File: src/rtl/rv32i_enc_pkg.sv
`default_nettype none
//==============================================================================
// Module   : rv32i_enc_pkg
// Purpose  : Symbolic RV32I op list, instruction formats, error codes, and the
//            opcode/funct constants used by the IMEM stream encoder.
// Revision : 1.0 - initial release
//==============================================================================
package rv32i_enc_pkg;

    typedef enum logic [5:0] {
        OP_ADD   = 6'd0,  OP_SUB   = 6'd1,  OP_SLL   = 6'd2,  OP_SLT   = 6'd3,
        OP_SLTU  = 6'd4,  OP_XOR   = 6'd5,  OP_SRL   = 6'd6,  OP_SRA   = 6'd7,
        OP_OR    = 6'd8,  OP_AND   = 6'd9,
        OP_ADDI  = 6'd10, OP_SLTI  = 6'd11, OP_SLTIU = 6'd12, OP_XORI  = 6'd13,
        OP_ORI   = 6'd14, OP_ANDI  = 6'd15, OP_SLLI  = 6'd16, OP_SRLI  = 6'd17,
        OP_SRAI  = 6'd18,
        OP_LB    = 6'd19, OP_LH    = 6'd20, OP_LW    = 6'd21, OP_LBU   = 6'd22,
        OP_LHU   = 6'd23,
        OP_SB    = 6'd24, OP_SH    = 6'd25, OP_SW    = 6'd26,
        OP_BEQ   = 6'd27, OP_BNE   = 6'd28, OP_BLT   = 6'd29, OP_BGE   = 6'd30,
        OP_BLTU  = 6'd31, OP_BGEU  = 6'd32,
        OP_LUI   = 6'd33, OP_AUIPC = 6'd34, OP_JAL   = 6'd35, OP_JALR  = 6'd36
    } rv32i_op_t;

    // FMT_SH is I-type with the shamt taken from the rs2 field
    typedef enum logic [2:0] {
        FMT_R, FMT_I, FMT_SH, FMT_S, FMT_B, FMT_U, FMT_J, FMT_BAD
    } rv32i_fmt_t;

    typedef struct packed {
        rv32i_fmt_t  fmt;
        logic [6:0]  opc;
        logic [2:0]  f3;
        logic [6:0]  f7;
    } rv32i_dec_t;

    localparam logic [1:0] c_ERR_ILLEGAL = 2'd0;
    localparam logic [1:0] c_ERR_RANGE   = 2'd1;
    localparam logic [1:0] c_ERR_ALIGN   = 2'd2;
    localparam logic [1:0] c_ERR_SHAMT   = 2'd3;

    localparam logic [6:0] c_OPC_OP     = 7'b0110011;
    localparam logic [6:0] c_OPC_OPIMM  = 7'b0010011;
    localparam logic [6:0] c_OPC_LOAD   = 7'b0000011;
    localparam logic [6:0] c_OPC_STORE  = 7'b0100011;
    localparam logic [6:0] c_OPC_BRANCH = 7'b1100011;
    localparam logic [6:0] c_OPC_LUI    = 7'b0110111;
    localparam logic [6:0] c_OPC_AUIPC  = 7'b0010111;
    localparam logic [6:0] c_OPC_JAL    = 7'b1101111;
    localparam logic [6:0] c_OPC_JALR   = 7'b1100111;
    localparam logic [6:0] c_F7_BASE    = 7'b0000000;
    localparam logic [6:0] c_F7_ALT     = 7'b0100000;

    // Map a symbolic op to its format, major opcode and funct fields
    function automatic rv32i_dec_t rv32i_decode(input logic [5:0] op);
        rv32i_dec_t dec;
        dec = '{FMT_BAD, 7'd0, 3'd0, c_F7_BASE};
        case (op)
            OP_ADD:   dec = '{FMT_R,  c_OPC_OP,     3'd0, c_F7_BASE};
            OP_SUB:   dec = '{FMT_R,  c_OPC_OP,     3'd0, c_F7_ALT};
            OP_SLL:   dec = '{FMT_R,  c_OPC_OP,     3'd1, c_F7_BASE};
            OP_SLT:   dec = '{FMT_R,  c_OPC_OP,     3'd2, c_F7_BASE};
            OP_SLTU:  dec = '{FMT_R,  c_OPC_OP,     3'd3, c_F7_BASE};
            OP_XOR:   dec = '{FMT_R,  c_OPC_OP,     3'd4, c_F7_BASE};
            OP_SRL:   dec = '{FMT_R,  c_OPC_OP,     3'd5, c_F7_BASE};
            OP_SRA:   dec = '{FMT_R,  c_OPC_OP,     3'd5, c_F7_ALT};
            OP_OR:    dec = '{FMT_R,  c_OPC_OP,     3'd6, c_F7_BASE};
            OP_AND:   dec = '{FMT_R,  c_OPC_OP,     3'd7, c_F7_BASE};
            OP_ADDI:  dec = '{FMT_I,  c_OPC_OPIMM,  3'd0, c_F7_BASE};
            OP_SLTI:  dec = '{FMT_I,  c_OPC_OPIMM,  3'd2, c_F7_BASE};
            OP_SLTIU: dec = '{FMT_I,  c_OPC_OPIMM,  3'd3, c_F7_BASE};
            OP_XORI:  dec = '{FMT_I,  c_OPC_OPIMM,  3'd4, c_F7_BASE};
            OP_ORI:   dec = '{FMT_I,  c_OPC_OPIMM,  3'd6, c_F7_BASE};
            OP_ANDI:  dec = '{FMT_I,  c_OPC_OPIMM,  3'd7, c_F7_BASE};
            OP_SLLI:  dec = '{FMT_SH, c_OPC_OPIMM,  3'd1, c_F7_BASE};
            OP_SRLI:  dec = '{FMT_SH, c_OPC_OPIMM,  3'd5, c_F7_BASE};
            OP_SRAI:  dec = '{FMT_SH, c_OPC_OPIMM,  3'd5, c_F7_ALT};
            OP_LB:    dec = '{FMT_I,  c_OPC_LOAD,   3'd0, c_F7_BASE};
            OP_LH:    dec = '{FMT_I,  c_OPC_LOAD,   3'd1, c_F7_BASE};
            OP_LW:    dec = '{FMT_I,  c_OPC_LOAD,   3'd2, c_F7_BASE};
            OP_LBU:   dec = '{FMT_I,  c_OPC_LOAD,   3'd4, c_F7_BASE};
            OP_LHU:   dec = '{FMT_I,  c_OPC_LOAD,   3'd5, c_F7_BASE};
            OP_SB:    dec = '{FMT_S,  c_OPC_STORE,  3'd0, c_F7_BASE};
            OP_SH:    dec = '{FMT_S,  c_OPC_STORE,  3'd1, c_F7_BASE};
            OP_SW:    dec = '{FMT_S,  c_OPC_STORE,  3'd2, c_F7_BASE};
            OP_BEQ:   dec = '{FMT_B,  c_OPC_BRANCH, 3'd0, c_F7_BASE};
            OP_BNE:   dec = '{FMT_B,  c_OPC_BRANCH, 3'd1, c_F7_BASE};
            OP_BLT:   dec = '{FMT_B,  c_OPC_BRANCH, 3'd4, c_F7_BASE};
            OP_BGE:   dec = '{FMT_B,  c_OPC_BRANCH, 3'd5, c_F7_BASE};
            OP_BLTU:  dec = '{FMT_B,  c_OPC_BRANCH, 3'd6, c_F7_BASE};
            OP_BGEU:  dec = '{FMT_B,  c_OPC_BRANCH, 3'd7, c_F7_BASE};
            OP_LUI:   dec = '{FMT_U,  c_OPC_LUI,    3'd0, c_F7_BASE};
            OP_AUIPC: dec = '{FMT_U,  c_OPC_AUIPC,  3'd0, c_F7_BASE};
            OP_JAL:   dec = '{FMT_J,  c_OPC_JAL,    3'd0, c_F7_BASE};
            OP_JALR:  dec = '{FMT_I,  c_OPC_JALR,   3'd0, c_F7_BASE};
            default:  dec = '{FMT_BAD, 7'd0, 3'd0, c_F7_BASE};
        endcase
        return dec;
    endfunction

endpackage
`default_nettype wire

File: src/rtl/rv32i_instr_encode.sv
`default_nettype none
//==============================================================================
// Module   : rv32i_instr_encode
// Purpose  : Combinational encoder: symbolic op + fields -> 32-bit RV32I word,
//            with immediate range / alignment / legality checking.
// Revision : 1.0 - initial release
//==============================================================================
module rv32i_instr_encode
    import rv32i_enc_pkg::*;
(
    input  logic [5:0]  i_op,
    input  logic [4:0]  i_rd,
    input  logic [4:0]  i_rs1,
    input  logic [4:0]  i_rs2,
    input  logic [31:0] i_imm,
    output logic [31:0] o_word,
    output logic        o_err,
    output logic [1:0]  o_err_code
);

    rv32i_dec_t w_dec;
    logic       w_fit12;
    logic       w_fit13;
    logic       w_fit21;
    logic       w_fitu;

    // Decode, check the immediate for the selected format, and assemble the word
    always_comb begin
        w_dec      = rv32i_decode(i_op);
        // A value fits N signed bits when bits [31:N-1] are all sign copies
        w_fit12    = (&i_imm[31:11]) | ~(|i_imm[31:11]);
        w_fit13    = (&i_imm[31:12]) | ~(|i_imm[31:12]);
        w_fit21    = (&i_imm[31:20]) | ~(|i_imm[31:20]);
        w_fitu     = ~(|i_imm[31:20]);
        o_word     = '0;
        o_err      = 1'b0;
        o_err_code = c_ERR_ILLEGAL;
        case (w_dec.fmt)
            FMT_R, FMT_SH: begin
                o_word = {w_dec.f7, i_rs2, i_rs1, w_dec.f3, i_rd, w_dec.opc};
            end
            FMT_I: begin
                o_word = {i_imm[11:0], i_rs1, w_dec.f3, i_rd, w_dec.opc};
                if (!w_fit12) begin
                    o_err = 1'b1; o_err_code = c_ERR_RANGE;
                end
            end
            FMT_S: begin
                o_word = {i_imm[11:5], i_rs2, i_rs1, w_dec.f3, i_imm[4:0], w_dec.opc};
                if (!w_fit12) begin
                    o_err = 1'b1; o_err_code = c_ERR_RANGE;
                end
            end
            FMT_B: begin
                o_word = {i_imm[12], i_imm[10:5], i_rs2, i_rs1, w_dec.f3,
                          i_imm[4:1], i_imm[11], w_dec.opc};
                if (!w_fit13) begin
                    o_err = 1'b1; o_err_code = c_ERR_RANGE;
                end else if (i_imm[0]) begin
                    o_err = 1'b1; o_err_code = c_ERR_ALIGN;
                end
            end
            FMT_U: begin
                o_word = {i_imm[19:0], i_rd, w_dec.opc};
                if (!w_fitu) begin
                    o_err = 1'b1; o_err_code = c_ERR_RANGE;
                end
            end
            FMT_J: begin
                o_word = {i_imm[20], i_imm[10:1], i_imm[11], i_imm[19:12], i_rd, w_dec.opc};
                if (!w_fit21) begin
                    o_err = 1'b1; o_err_code = c_ERR_RANGE;
                end else if (i_imm[0]) begin
                    o_err = 1'b1; o_err_code = c_ERR_ALIGN;
                end
            end
            default: begin
                o_err = 1'b1; o_err_code = c_ERR_ILLEGAL;
            end
        endcase
    end

endmodule
`default_nettype wire

File: src/rtl/rv32i_imem_stream_encoder.sv
`default_nettype none
//==============================================================================
// Module   : rv32i_imem_stream_encoder
// Purpose  : Accepts symbolic RV32I instructions over valid/ready, writes
//            NOP_PAD padding words then the encoded word into IMEM through an
//            auto-incrementing word-address write port.
// Revision : 1.0 - initial release
//==============================================================================
module rv32i_imem_stream_encoder
    import rv32i_enc_pkg::*;
#(
    parameter int          NOP_PAD    = 3,
    parameter logic [31:0] PAD_WORD   = 32'h0000_0000,
    parameter int          IMEM_DEPTH = 1024,
    parameter int          ADDR_W     = $clog2(IMEM_DEPTH)
) (
    input  logic              i_Clk,
    input  logic              i_Reset,
    input  logic              i_Clear,
    input  logic              i_Valid,
    output logic              o_Ready,
    input  logic [5:0]        i_Op,
    input  logic [4:0]        i_Rd,
    input  logic [4:0]        i_Rs1,
    input  logic [4:0]        i_Rs2,
    input  logic [31:0]       i_Imm,
    output logic              o_Mem_We,
    output logic [ADDR_W-1:0] o_Mem_Addr,
    output logic [31:0]       o_Mem_Wdata,
    output logic              o_Full,
    output logic              o_Err,
    output logic [1:0]        o_Err_Code,
    output logic [ADDR_W:0]   o_Count
);

    localparam logic [1:0]  c_ST_IDLE  = 2'd0;
    localparam logic [1:0]  c_ST_PAD   = 2'd1;
    localparam logic [1:0]  c_ST_EMIT  = 2'd2;
    localparam int          c_PAD_LAST = (NOP_PAD > 0) ? NOP_PAD - 1 : 0;
    localparam logic [31:0] c_NEED     = 32'(NOP_PAD + 1);
    localparam logic [31:0] c_DEPTH    = 32'(IMEM_DEPTH);

    logic [1:0]      r_state;
    logic [1:0]      w_state_next;
    logic [3:0]      r_pad_cnt;
    logic [3:0]      w_pad_cnt_next;
    // One bit wider than the port address so a completely filled IMEM is representable
    logic [ADDR_W:0] r_addr;
    logic [ADDR_W:0] w_addr_next;
    logic [31:0]     r_word;
    logic            r_err;
    logic [1:0]      r_err_code;
    logic            r_full;
    logic            w_we;
    logic            w_full_next;
    logic            w_ready;
    logic            w_accept;
    logic [31:0]     w_enc_word;
    logic            w_enc_err;
    logic [1:0]      w_enc_code;

    rv32i_instr_encode u_encode (
        .i_op       (i_Op),
        .i_rd       (i_Rd),
        .i_rs1      (i_Rs1),
        .i_rs2      (i_Rs2),
        .i_imm      (i_Imm),
        .o_word     (w_enc_word),
        .o_err      (w_enc_err),
        .o_err_code (w_enc_code)
    );

    // Write strobe, address/room bookkeeping, handshake and next-state selection
    always_comb begin
        w_we        = (r_state == c_ST_PAD) || (r_state == c_ST_EMIT);
        w_addr_next = r_addr + {{ADDR_W{1'b0}}, w_we};
        // Room is judged after this cycle's write so EMIT can accept without a bubble
        w_full_next = (32'(w_addr_next) + c_NEED) > c_DEPTH;
        w_ready     = ((r_state == c_ST_IDLE) || (r_state == c_ST_EMIT)) && !w_full_next;
        w_accept    = i_Valid && w_ready;

        w_state_next   = r_state;
        w_pad_cnt_next = r_pad_cnt;
        case (r_state)
            c_ST_PAD: begin
                if (r_pad_cnt == 4'd0) begin
                    w_state_next = c_ST_EMIT;
                end else begin
                    w_pad_cnt_next = r_pad_cnt - 4'd1;
                end
            end
            default: w_state_next = c_ST_IDLE;
        endcase

        // A rejected item is consumed but leaves the FSM heading to IDLE
        if (w_accept && !w_enc_err) begin
            if (NOP_PAD > 0) begin
                w_state_next   = c_ST_PAD;
                w_pad_cnt_next = 4'(c_PAD_LAST);
            end else begin
                w_state_next = c_ST_EMIT;
            end
        end
    end

    // State, counters and registered status; reset and clear restart identically
    always_ff @(posedge i_Clk) begin
        if (i_Reset || i_Clear) begin
            r_state    <= c_ST_IDLE;
            r_pad_cnt  <= 4'd0;
            r_addr     <= '0;
            r_word     <= '0;
            r_err      <= 1'b0;
            r_err_code <= 2'd0;
            r_full     <= 1'b0;
        end else begin
            r_state   <= w_state_next;
            r_pad_cnt <= w_pad_cnt_next;
            r_addr    <= w_addr_next;
            r_full    <= w_full_next;
            r_err     <= w_accept && w_enc_err;
            if (w_accept && w_enc_err) begin
                r_err_code <= w_enc_code;
            end
            if (w_accept && !w_enc_err) begin
                r_word <= w_enc_word;
            end
        end
    end

    // Write data follows the state: padding, the held instruction, or zero when idle
    always_comb begin
        o_Mem_Wdata = '0;
        if (r_state == c_ST_EMIT) begin
            o_Mem_Wdata = r_word;
        end else if (r_state == c_ST_PAD) begin
            o_Mem_Wdata = PAD_WORD;
        end
    end

    assign o_Ready    = w_ready;
    assign o_Mem_We   = w_we;
    assign o_Mem_Addr = r_addr[ADDR_W-1:0];
    assign o_Full     = r_full;
    assign o_Err      = r_err;
    assign o_Err_Code = r_err_code;
    assign o_Count    = r_addr;

endmodule
`default_nettype wire
File: config.mk
export PLATFORM = sky130hd
export DESIGN_NAME = rv32i_imem_stream_encoder
export DESIGN_NICKNAME = d
export VERILOG_FILES = /design/src/rtl/rv32i_enc_pkg.sv /design/src/rtl/rv32i_instr_encode.sv /design/src/rtl/rv32i_imem_stream_encoder.sv
export SDC_FILE = /design/constraint.sdc
export NUM_CORES = 1
export LEC_CHECK = 0
export CAP_MARGIN = 20
export CORE_ASPECT_RATIO = 0.5
export CORE_MARGIN = 2
export CORE_UTILIZATION = 50
export CTS_CLUSTER_DIAMETER = 60
export CTS_CLUSTER_SIZE = 20
export DETAILED_ROUTE_END_ITERATION = 6
export GPL_TIMING_DRIVEN = 0
export HOLD_SLACK_MARGIN = 0.12
export PLACE_DENSITY_LB_ADDON = 0.05
export SETUP_SLACK_MARGIN = 0.15
export SYNTH_ARGS = -nofsm -noshare
export SYNTH_HDL_FRONTEND = slang
export SYNTH_SLANG_ARGS = --single-unit
File: constraint.sdc
create_clock -name i_Clk -period 7 [get_ports i_Clk]
set_clock_uncertainty 0.2 [all_clocks]
set_input_delay 0.7 -clock i_Clk [delete_from_list [all_inputs] [get_ports i_Clk]]
set_output_delay 0.7 -clock i_Clk [all_outputs]
set_load 0.02 [all_outputs]
; ---- Word level (Yosys, flattened, before mapping)
; Memory sizes are Yosys's and may differ from the RTL's.
; Cells that the tools add are included.
[op_classes]
n_addsub = 3
magnitude_cmp = 1
eq_ne = 10
mux = 20
bitwise_logic = 8
n_reduce_logical = 25
[ops]
columns = cell, count
row1 = $pmux 32 s6, 1
row2 = $mux 32, 1
row3 = $reduce_and 21->1, 1
row4 = $reduce_or 21->1, 1
row5 = $reduce_and 20->1, 1
row6 = $reduce_or 20->1, 1
row7 = $add 11x3->12 const B, 1
row8 = $gt 12x11->1 const B, 1
row9 = $mux 2, 6
row10 = $reduce_and 12->1, 1
row11 = $reduce_or 12->1, 1
row12 = $add 11x1->11, 1
row13 = $mux 1, 10
row14 = $eq 3x3->1 const B, 3
row15 = $pmux 2 s4, 1
row16 = $eq 3x2->1 const B, 2
row17 = $reduce_or 2->1, 3
row18 = $not 1->1, 5
row19 = $pmux 1 s5, 1
row20 = $logic_and 1x1->1, 4
row21 = $logic_not 4->1, 1
row22 = $reduce_and 2->1, 2
row23 = $sub 4x1->4 const B, 1
row24 = $eq 3x1->1 const B, 1
row25 = other kinds (11), 16
[totals]
ff_bits = 53
rom_bits = 896
in_bits = 57
out_inout_bits = 59
elab_cells = 77
n_memories = 1
[mem_list]
columns = name, words, width, rd, rd_ports_with_merged_regs, write_ports, line_no
row1 = (no name shown), 64, 14, 1, 0, 0, rv32i_enc_pkg.sv:58  ; case (op)

; ---- Depth between registers and ports, before layout
; Gate-level depths: netlist of run 1.
[depth]
depth_word = 11
mapped_depth = 12
depth_no_buf = 11

; ---- By module
; Synthesis of run 1 repeated with hierarchy kept, for this count alone.
[unflattened]
cells_unflattened = 478
hier_area_um2 = 3788.6
[by_module_without_submodules]
columns = module, instances, cells_per_inst, area_per_inst_um2, seq_area_each_um2
row1 = rv32i_imem_stream_encoder, 1, 293, 2562.5, 1061.0
row2 = rv32i_instr_encode, 1, 185, 1226.2, 0.0

; ---- Worst setup path before layout of run 1
; OpenSTA, ideal clock, no wires.
[synth_timing]
path_kind = reg-to-reg
start = register r_state[0]
end = register r_word[30]
setup_ns = 0.132
arrival_time_ns = 2.864
required_ns = 6.668
setup_slack_ns = 3.805
path_stages_with_launch = 12
path_buffers = 1
period_less_slack_ns = 3.195
cell_sequence = dfxtp_1 -> inv_1 -> ha_1 -> ha_1 -> ha_1 -> o311ai_0 -> a31oi_1 -> a211oi_1 -> o211ai_2 -> buf_4 -> o211ai_1 -> o31ai_1
[synth_between]
elab_chain_cells = 9
word_cells_on_any_way = 12
cone_classes = 2 x add/sub / 1 x order compare / 2 x eq/ne / 7 x reduce/logical
[synth_rtl]
columns = element, line_no
row1 = "start, declared", rv32i_imem_stream_encoder.sv:43  ; logic [1:0] r_state;
row2 = "start signal, assigned", rv32i_imem_stream_encoder.sv:109  ; r_state <= c_ST_IDLE;
row3 = "start signal, assigned", rv32i_imem_stream_encoder.sv:117  ; r_state <= w_state_next;
row4 = $eq 2x1->1 or $eq 2x2->1 (tied branches), rv32i_imem_stream_encoder.sv:75  ; w_we = (r_state == c_ST_PAD) || (r_state == c_ST_EMIT);
row5 = $logic_or 1x1->1 *, rv32i_imem_stream_encoder.sv:75
row6 = named net o_Mem_We, rv32i_imem_stream_encoder.sv:27  ; output logic o_Mem_We,
row7 = $add 11x1->11 *, rv32i_imem_stream_encoder.sv:76  ; w_addr_next = r_addr + {{ADDR_W{1'b0}}, w_we};
row8 = named net w_addr_next[1], rv32i_imem_stream_encoder.sv:49  ; logic [ADDR_W:0] w_addr_next;
row9 = $add 11x3->12 *, rv32i_imem_stream_encoder.sv:78  ; w_full_next = (32'(w_addr_next) + c_NEED) > c_DEPTH;
row10 = $gt 12x11->1 *, rv32i_imem_stream_encoder.sv:78
row11 = $logic_not 1->1 *, rv32i_imem_stream_encoder.sv:79  ; w_ready = ((r_state == c_ST_IDLE) || (r_state == c_ST_EMIT)) && !w_full_next;
row12 = $logic_and 1x1->1 *, rv32i_imem_stream_encoder.sv:79
row13 = $logic_and 1x1->1 *, rv32i_imem_stream_encoder.sv:80  ; w_accept = i_Valid && w_ready;
row14 = $logic_and 1x1->1 *, rv32i_imem_stream_encoder.sv:125  ; if (w_accept && !w_enc_err) begin
row15 = "end signal, assigned", rv32i_imem_stream_encoder.sv:126  ; r_word <= w_enc_word;
row16 = "end, declared", rv32i_imem_stream_encoder.sv:50  ; logic [31:0] r_word;
; Mark *: on every way through the listed nets, which the timed path passes. The rest lies on a longest branch.
; A chain may end at the register's enable or synchronous reset.

; ---- Worst setup path in the final report of run 1
[layout_timing]
start = register r_state[0]
end = output port o_Ready
[layout_between]
elab_chain_cells = 7
word_cells_on_any_way = 10
cone_classes = 2 x add/sub / 1 x order compare / 2 x eq/ne / 5 x reduce/logical
[layout_rtl]
columns = element, line_no
row1 = $eq 2x1->1 or $eq 2x2->1 (tied branches), rv32i_imem_stream_encoder.sv:75
row2 = $logic_or 1x1->1 *, rv32i_imem_stream_encoder.sv:75
row3 = $add 11x1->11 *, rv32i_imem_stream_encoder.sv:76
row4 = named net w_addr_next[1], rv32i_imem_stream_encoder.sv:49
row5 = $add 11x3->12 *, rv32i_imem_stream_encoder.sv:78
row6 = $gt 12x11->1 *, rv32i_imem_stream_encoder.sv:78
row7 = $logic_not 1->1 *, rv32i_imem_stream_encoder.sv:79
row8 = $logic_and 1x1->1 *, rv32i_imem_stream_encoder.sv:79
row9 = "end, declared", rv32i_imem_stream_encoder.sv:21  ; output logic o_Ready,
; Marks and branches as above.

==> impl_metrics.csv, run 1 <==
group,metric,value,unit
run_status,status,"complete, but fails checks",
run_status,violations,"DRC",
floorplanning,pin_count,116,
sta,final-hold-violation-count,0,
hold_path,hold_path_class,"register to register",
route,vias,3936,
sta,worstMarginPinSlew,0.787,ns
critical_path,worstSetupStartpointType,"register",
cts,cts_tree,"done",
power,powerDensity,148,nW/um^2
power,p_leak,1.90,nW
global_routing,grtUsageTotal,26.8,%
layout,fin_area,5210,sq um
floorplanning,num_rows,22,
logic_synthesis,yosysSeqAreaShare,27.4,%
cts,cts_resized,0,
sta,relSlewSlack,47.2,%
global_routing,overflow,0,
sta,rsz0062_at_grt,"false",
logic_synthesis,syn-instance-count,464,
global_routing,grt_max_degree,18,
cts,clk_path_buf_depth,2,
critical_path,startpoint,"r_state[0]",
global_routing,grt_pass1_wl,17800,um
cts,numCtsBuffers,5,
sta,setup_tns,0,ns
floorplanning,initial_utilization,51.8,%
sta,finalWorstSetupSlack,3.08,ns
placed_design,gp_congestion,0.958,
cts,postCtsSetupBuffers,0,
sta,fin_crit,3.92,ns
cts,clk_pin_slew,0.07,ns
floorplanning,core_area,7350,sq um
critical_path,rr_endpoint,"r_word[24]",
critical_path,reg2reg_depth,11,
route,wl,11100,um
global_routing,antenna_found_initial,0,
placed_design,dpl.hpwl,8730,um
logic_synthesis,syn_area,3800,sq um
critical_path,r2r_slack,3.11,ns
layout,diodes,0,
power,ir_drop,108,uV
route,vias_per_cell,5.77,
logic_synthesis,ys_ff_latch,52,
logic_synthesis,syn_area_per_cell,8.20,sq um
layout,final_common_cell,"clkdlybuf4s50_1",
logic_synthesis,synthFlopType,"dfxtp_1",
critical_path,timing.setup.critical_path_class,"register to output pin",
layout,fin_util,70.9,%
layout,final_cell_mix,"clkdlybuf4s50_1 (114), dfxtp_1 (52), and2_1 (37)",
layout,instances_no_fill,682,
sta,post-route-period-util,56.0,%
critical_path,crit_required,6.10,ns
placed_design,dpl_cell_area,5060,sq um
logic_synthesis,synth.distinct_cells,73,
sta,fmax,255,MHz
logic_synthesis,syn_nets,533,
critical_path,crit_path_end,"o_Ready",
route,ant_nets,0,
floorplanning,dieHeight,65.7,um
critical_path,endpoint_kind,"output pin",
power,finalPower,0.770,mW
logic_synthesis,ys_warn_count,0,
critical_path,path_cells,"inv_1, ha_1, ha_1, ha_1, o311ai_0, a31oi_1, a21o_1, nor2_1, clkdlybuf4s50_1",
critical_path,slowest_delay,0.61,ns
route,wire_per_inst,16.3,um
cts,clk_latency,0.30,ns
sta,report.final.slew_viol_count,0,
floorplanning,dieWidth,127,um
sta,whs,0.254,ns
cts,holdBufCountCts,0,
critical_path,reg2reg_from,"r_state[0]",
route,drc,1,
critical_path,cp_common_cell,"ha_1",
route,drt_iter0_markers,334,
cts,ctsHtreeMaxLevel,2,
floorplanning,dieArea,8360,sq um
sta,setup_violations,0,
global_routing,grt_pass1_vias,3613,
critical_path,cp_slowest_cell,"clkdlybuf4s50_1",
placed_design,port_buffers,114,
layout,layout.nets,654,
critical_path,cp_max_fo,3,
critical_path,critical_path_arrival,3.02,ns
layout,drive_above_1_share,14.2,%
run,drv_cap,0,
cts,root_buffer,"clkbuf_16",
layout,area_growth,37.0,%
logic_synthesis,synth_enable_flop_cells,0,
placed_design,dp_cells,674,
cts,cts_sinks,52,
route,first_pass_iters,7,
logic_synthesis,synth-async-reset-ratio,0,%
placed_design,post-place-ws,2.96,ns
[worst min-delay path by stage]
stage                            start      endpoint  slack [ns]  depth (start not counted)
after global routing         r_word[4]     r_word[4]        0.28                          2
after global placement       r_word[1]     r_word[1]        0.24                          1
after detailed placement     r_word[1]     r_word[1]        0.25                          1
after floorplan           r_pad_cnt[3]  r_pad_cnt[3]        0.23                          2
final                        r_word[4]     r_word[4]        0.25                          2
after CTS                    r_word[4]     r_word[4]        0.26                          2
[worst max-delay path, delay by kind of cell, from the launching register on]
kind	cells	cell delay, ns
adders and majority gates	3	0.87
and+or+nand+nor	1	0.09
buffers and inverters	2	0.70
AOI/OAI and AO/OA	3	0.70
DFF	1	0.36
[synth_stat cells (all sizes together), types with 5 or more instances]
library cell | count | share of area [%]
dfxtp | 52 | 27
a21oi | 43 | 6.7
and2 | 39 | 6.5
nand2 | 37 | 4.0
nor2 | 29 | 3.4
nor3 | 27 | 3.9
buf | 26 | 5.0
o21ai | 25 | 3.4
inv | 20 | 2.0
a211oi | 16 | 4.6
a22oi | 15 | 3.0
ha | 12 | 3.9
clkbuf | 10 | 0.99
nand3 | 10 | 1.4
nand4 | 9 | 1.5
nor4 | 9 | 1.6
mux2i | 8 | 2.1
o211ai | 8 | 1.7
o221ai | 5 | 1.2
or3 | 5 | 0.95
[registers in the layout, summed over array words and instances, names as in the netlist]
register,cells
o_Err_Code,2
r_pad_cnt,4
o_Count,11
r_state,2
o_Full,1
r_word,31
o_Err,1
[power by group]
part | leakage (nW) | internal, mW | switching, mW
clock | 0.0742 | 0.134 | 0.117
combinational | 1.40 | 0.0899 | 0.120
sequential | 0.421 | 0.304 | 0.00487
[kinds of logic (layout without fill, tap and decap cells)]
kind of cell | Yosys count | after routing | share of synthesized area (%)
fa+ha+maj | 12 | 12 | 3.95
simple gates | 184 | 184 | 27.1
flops | 52 | 52 | 27.4
xor+xnor | 8 | 8 | 1.84
buf+inv | 56 | 178 | 7.96
mux | 11 | 11 | 3.39
compound gates | 141 | 141 | 28.4
[metal layers]
layer,up-vias,share of wire (%),track usage (%)
li1,1940,-,-
met1,1841,45,35.7
met2,144,47,47.0
met3,11,6.8,3.75
met4,0,1.1,5.36
met5,-,0,0
[area by class of cell]
class	instances	area [sq um]
Buffer	36	228
Clock buffer	5	125
Clock inverter	3	22.5
Fill cell	655	2140
Inverter	20	75.1
Multi-Input combinational cell	356	2460
Sequential cell	52	1040
Tap cell	96	120
Timing Repair Buffer	114	1140
(Power assumes the default switching activity.)
==> run 2, diff against run 1 <==
--- a/config.mk
+++ b/config.mk
@@ -8,7 +8,7 @@
 export CAP_MARGIN = 20
 export CORE_ASPECT_RATIO = 0.5
 export CORE_MARGIN = 2
-export CORE_UTILIZATION = 50
+export CORE_UTILIZATION = 43
 export CTS_CLUSTER_DIAMETER = 60
 export CTS_CLUSTER_SIZE = 20
 export DETAILED_ROUTE_END_ITERATION = 6
==> constraint.sdc (replaced) <==
create_clock -name i_Clk -period 3.5 [get_ports i_Clk]
set_clock_uncertainty 0.2 [all_clocks]
set_input_delay 0.35 -clock i_Clk [delete_from_list [all_inputs] [get_ports i_Clk]]
set_output_delay 0.35 -clock i_Clk [all_outputs]
set_load 0.02 [all_outputs]
==> run 2 against run 1 <==
The flow still finishes with violations (DRC). Global-route usage down 3.5 points. Cell count up 3.7%. Sequential share of layout area down 0.39 points. Wire length up 0.41%. Sequential power up 100%. Combinational power up 100%. Sequential cell count unchanged.
==> impl_metrics.csv, run 2 (synthesis gave the netlist of run 1 again) <==
group,metric,value,unit
route,wire_per_inst,15.8,um
critical_path,slowest_delay,0.41,ns
sta,fin_crit,3.24,ns
global_routing,grtUsageTotal,23.3,%
layout,fin_util,61.6,%
layout,largest_register,"r_word",
floorplanning,initial_utilization,44.0,%
critical_path,endpoint_kind,"output pin",
route,drc,5,
critical_path,timing.setup.critical_path_class,"register to output pin",
floorplanning,dieHeight,70.5,um
critical_path,critical_path_arrival,2.69,ns
cts,cts_sinks,52,
layout,drive_above_1_share,16.6,%
placed_design,port_buffers,114,
placed_design,post-place-ws,-0.326,ns
run_status,status,"complete, but fails checks",
floorplanning,dieArea,9660,sq um
route,ant_nets,0,
sta,worstMarginPinSlew,0.689,ns
global_routing,grt_max_degree,18,
global_routing,grt_pass1_wl,17700,um
floorplanning,dieWidth,137,um
power,power_frac_seq,39.9,%
cts,holdBufCountCts,0,
global_routing,antenna_found_initial,0,
power,power_frac_comb,27.7,%
layout,final_cell_mix,"clkdlybuf4s50_1 (112), dfxtp_1 (50), and2_1 (37)",
power,p_leak,1.93,nW
critical_path,cp_slowest_cell,"or4_1",
cts,cts_tree,"done",
power,switching_share,31.4,%
sta,final-hold-violation-count,0,
critical_path,cp_max_fo,3,
sta,setup_violations,0,
route,vias,3921,
critical_path,path_cells,"inv_1, ha_1, ha_2, ha_2, nor2_1, or4_1, a31oi_2, a21o_1, nor2_1, clkdlybuf4s15_2",
placed_design,dpl.hpwl,8880,um
cts,clk_latency,0.30,ns
layout,layout.nets,658,
power,clkPwrFrac,32.4,%
sta,post-route-period-util,92.6,%
global_routing,overflow,0,
layout,final_common_cell,"clkdlybuf4s50_1",
cts,ctsHtreeMaxLevel,2,
floorplanning,num_rows,24,
placed_design,gp_congestion,0.950,
cts,root_buffer,"clkbuf_16",
global_routing,grt_pass1_vias,3608,
floorplanning,pin_count,116,
sta,fmax,309,MHz
layout,area_growth,40.1,%
power,p_sw,0.487,mW
layout,largest_register_ffs,31,
floorplanning,core_area,8650,sq um
sta,finalWorstSetupSlack,0.259,ns
layout,fin_area,5330,sq um
route,first_pass_iters,7,
route,vias_per_cell,5.55,
cts,clk_path_buf_depth,2,
sta,report.final.slew_viol_count,0,
placed_design,dpl_cell_area,5090,sq um
power,ir_drop,198,uV
run,drv_cap,0,
sta,rsz0062_at_grt,"false",
hold_path,hold_path_class,"input pin to register",
run_status,violations,"DRC",
critical_path,crit_required,2.95,ns
cts,numCtsBuffers,5,
power,powerDensity,291,nW/um^2
critical_path,crit_family,"adder cells",
critical_path,worstSetupStartpointType,"register",
sta,whs,0.253,ns
critical_path,crit_buf_inv,2,
cts,clk_pin_slew,0.07,ns
route,wl,11200,um
sta,relSlewSlack,54.1,%
route,drt_iter0_markers,202,
power,p_int,1.06,mW
layout,diodes,0,
-- run 2: tightest hold or removal path: cells and delay by family --
family	cells	cell delay (ns)
simple gates	2	0.16
buf+inv	1	0.12
mux	1	0.06
-- run 2: through the flow --
stage               power [mW]  setup TNS [ns]  std cells
floorplan                0.891               0        464
global placement          1.04           -5.79        695
detailed placement        1.04           -6.31        695
CTS                       1.55               0        706
global route              1.62               0        707
finish                    1.55               0        707
-- run 2: power groups by stage --
stage,Clock [mW],Sequential [mW],Combinational [mW]
floorplan,0,0.631,0.260
global placement,0,0.632,0.409
detailed placement,0,0.633,0.411
CTS,0.509,0.619,0.419
global route,0.531,0.621,0.465
finish,0.502,0.619,0.430
-- run 2: per-layer routing --
metal  wire [um]  vias up  GRT usage, %
met5           0        -             0
met2        5340      107          38.4
met3         577       15          5.30
met4         195        0          5.84
li1            -     1943             -
met1        5060     1856          31.0
-- run 2: path summary, 6_finish.rpt --
kind / from / end / slack (ns) / cells past startpoint
min reg2reg: r_word[12] / r_word[12] / 0.26 / 2
max reg2reg: r_state[0] / r_word[18] / 0.32 / 13
min: i_Op[3] / r_word[2] / 0.25 / 4
max: r_state[0] / o_Ready / 0.26 / 10
-- run 2: final cells by class --
| cell class | count | area, sq um |
|---|---|---|
| plain buffers | 36 | 234 |
| clock buffers | 5 | 125 |
| clock inverters | 3 | 22.5 |
| fillers | 799 | 3320 |
| inverters | 20 | 75.1 |
| multi-input cells | 356 | 2510 |
| flip-flops and latches | 52 | 1040 |
| well taps | 117 | 146 |
| repair buffers | 118 | 1170 |
-- run 2: repair_timing --
action	in CTS	in global routing
cloned	0	0
gates resized for setup	10	10
setup endpoints to repair	38	29
buffers inserted	3	1
pin swaps	3	2
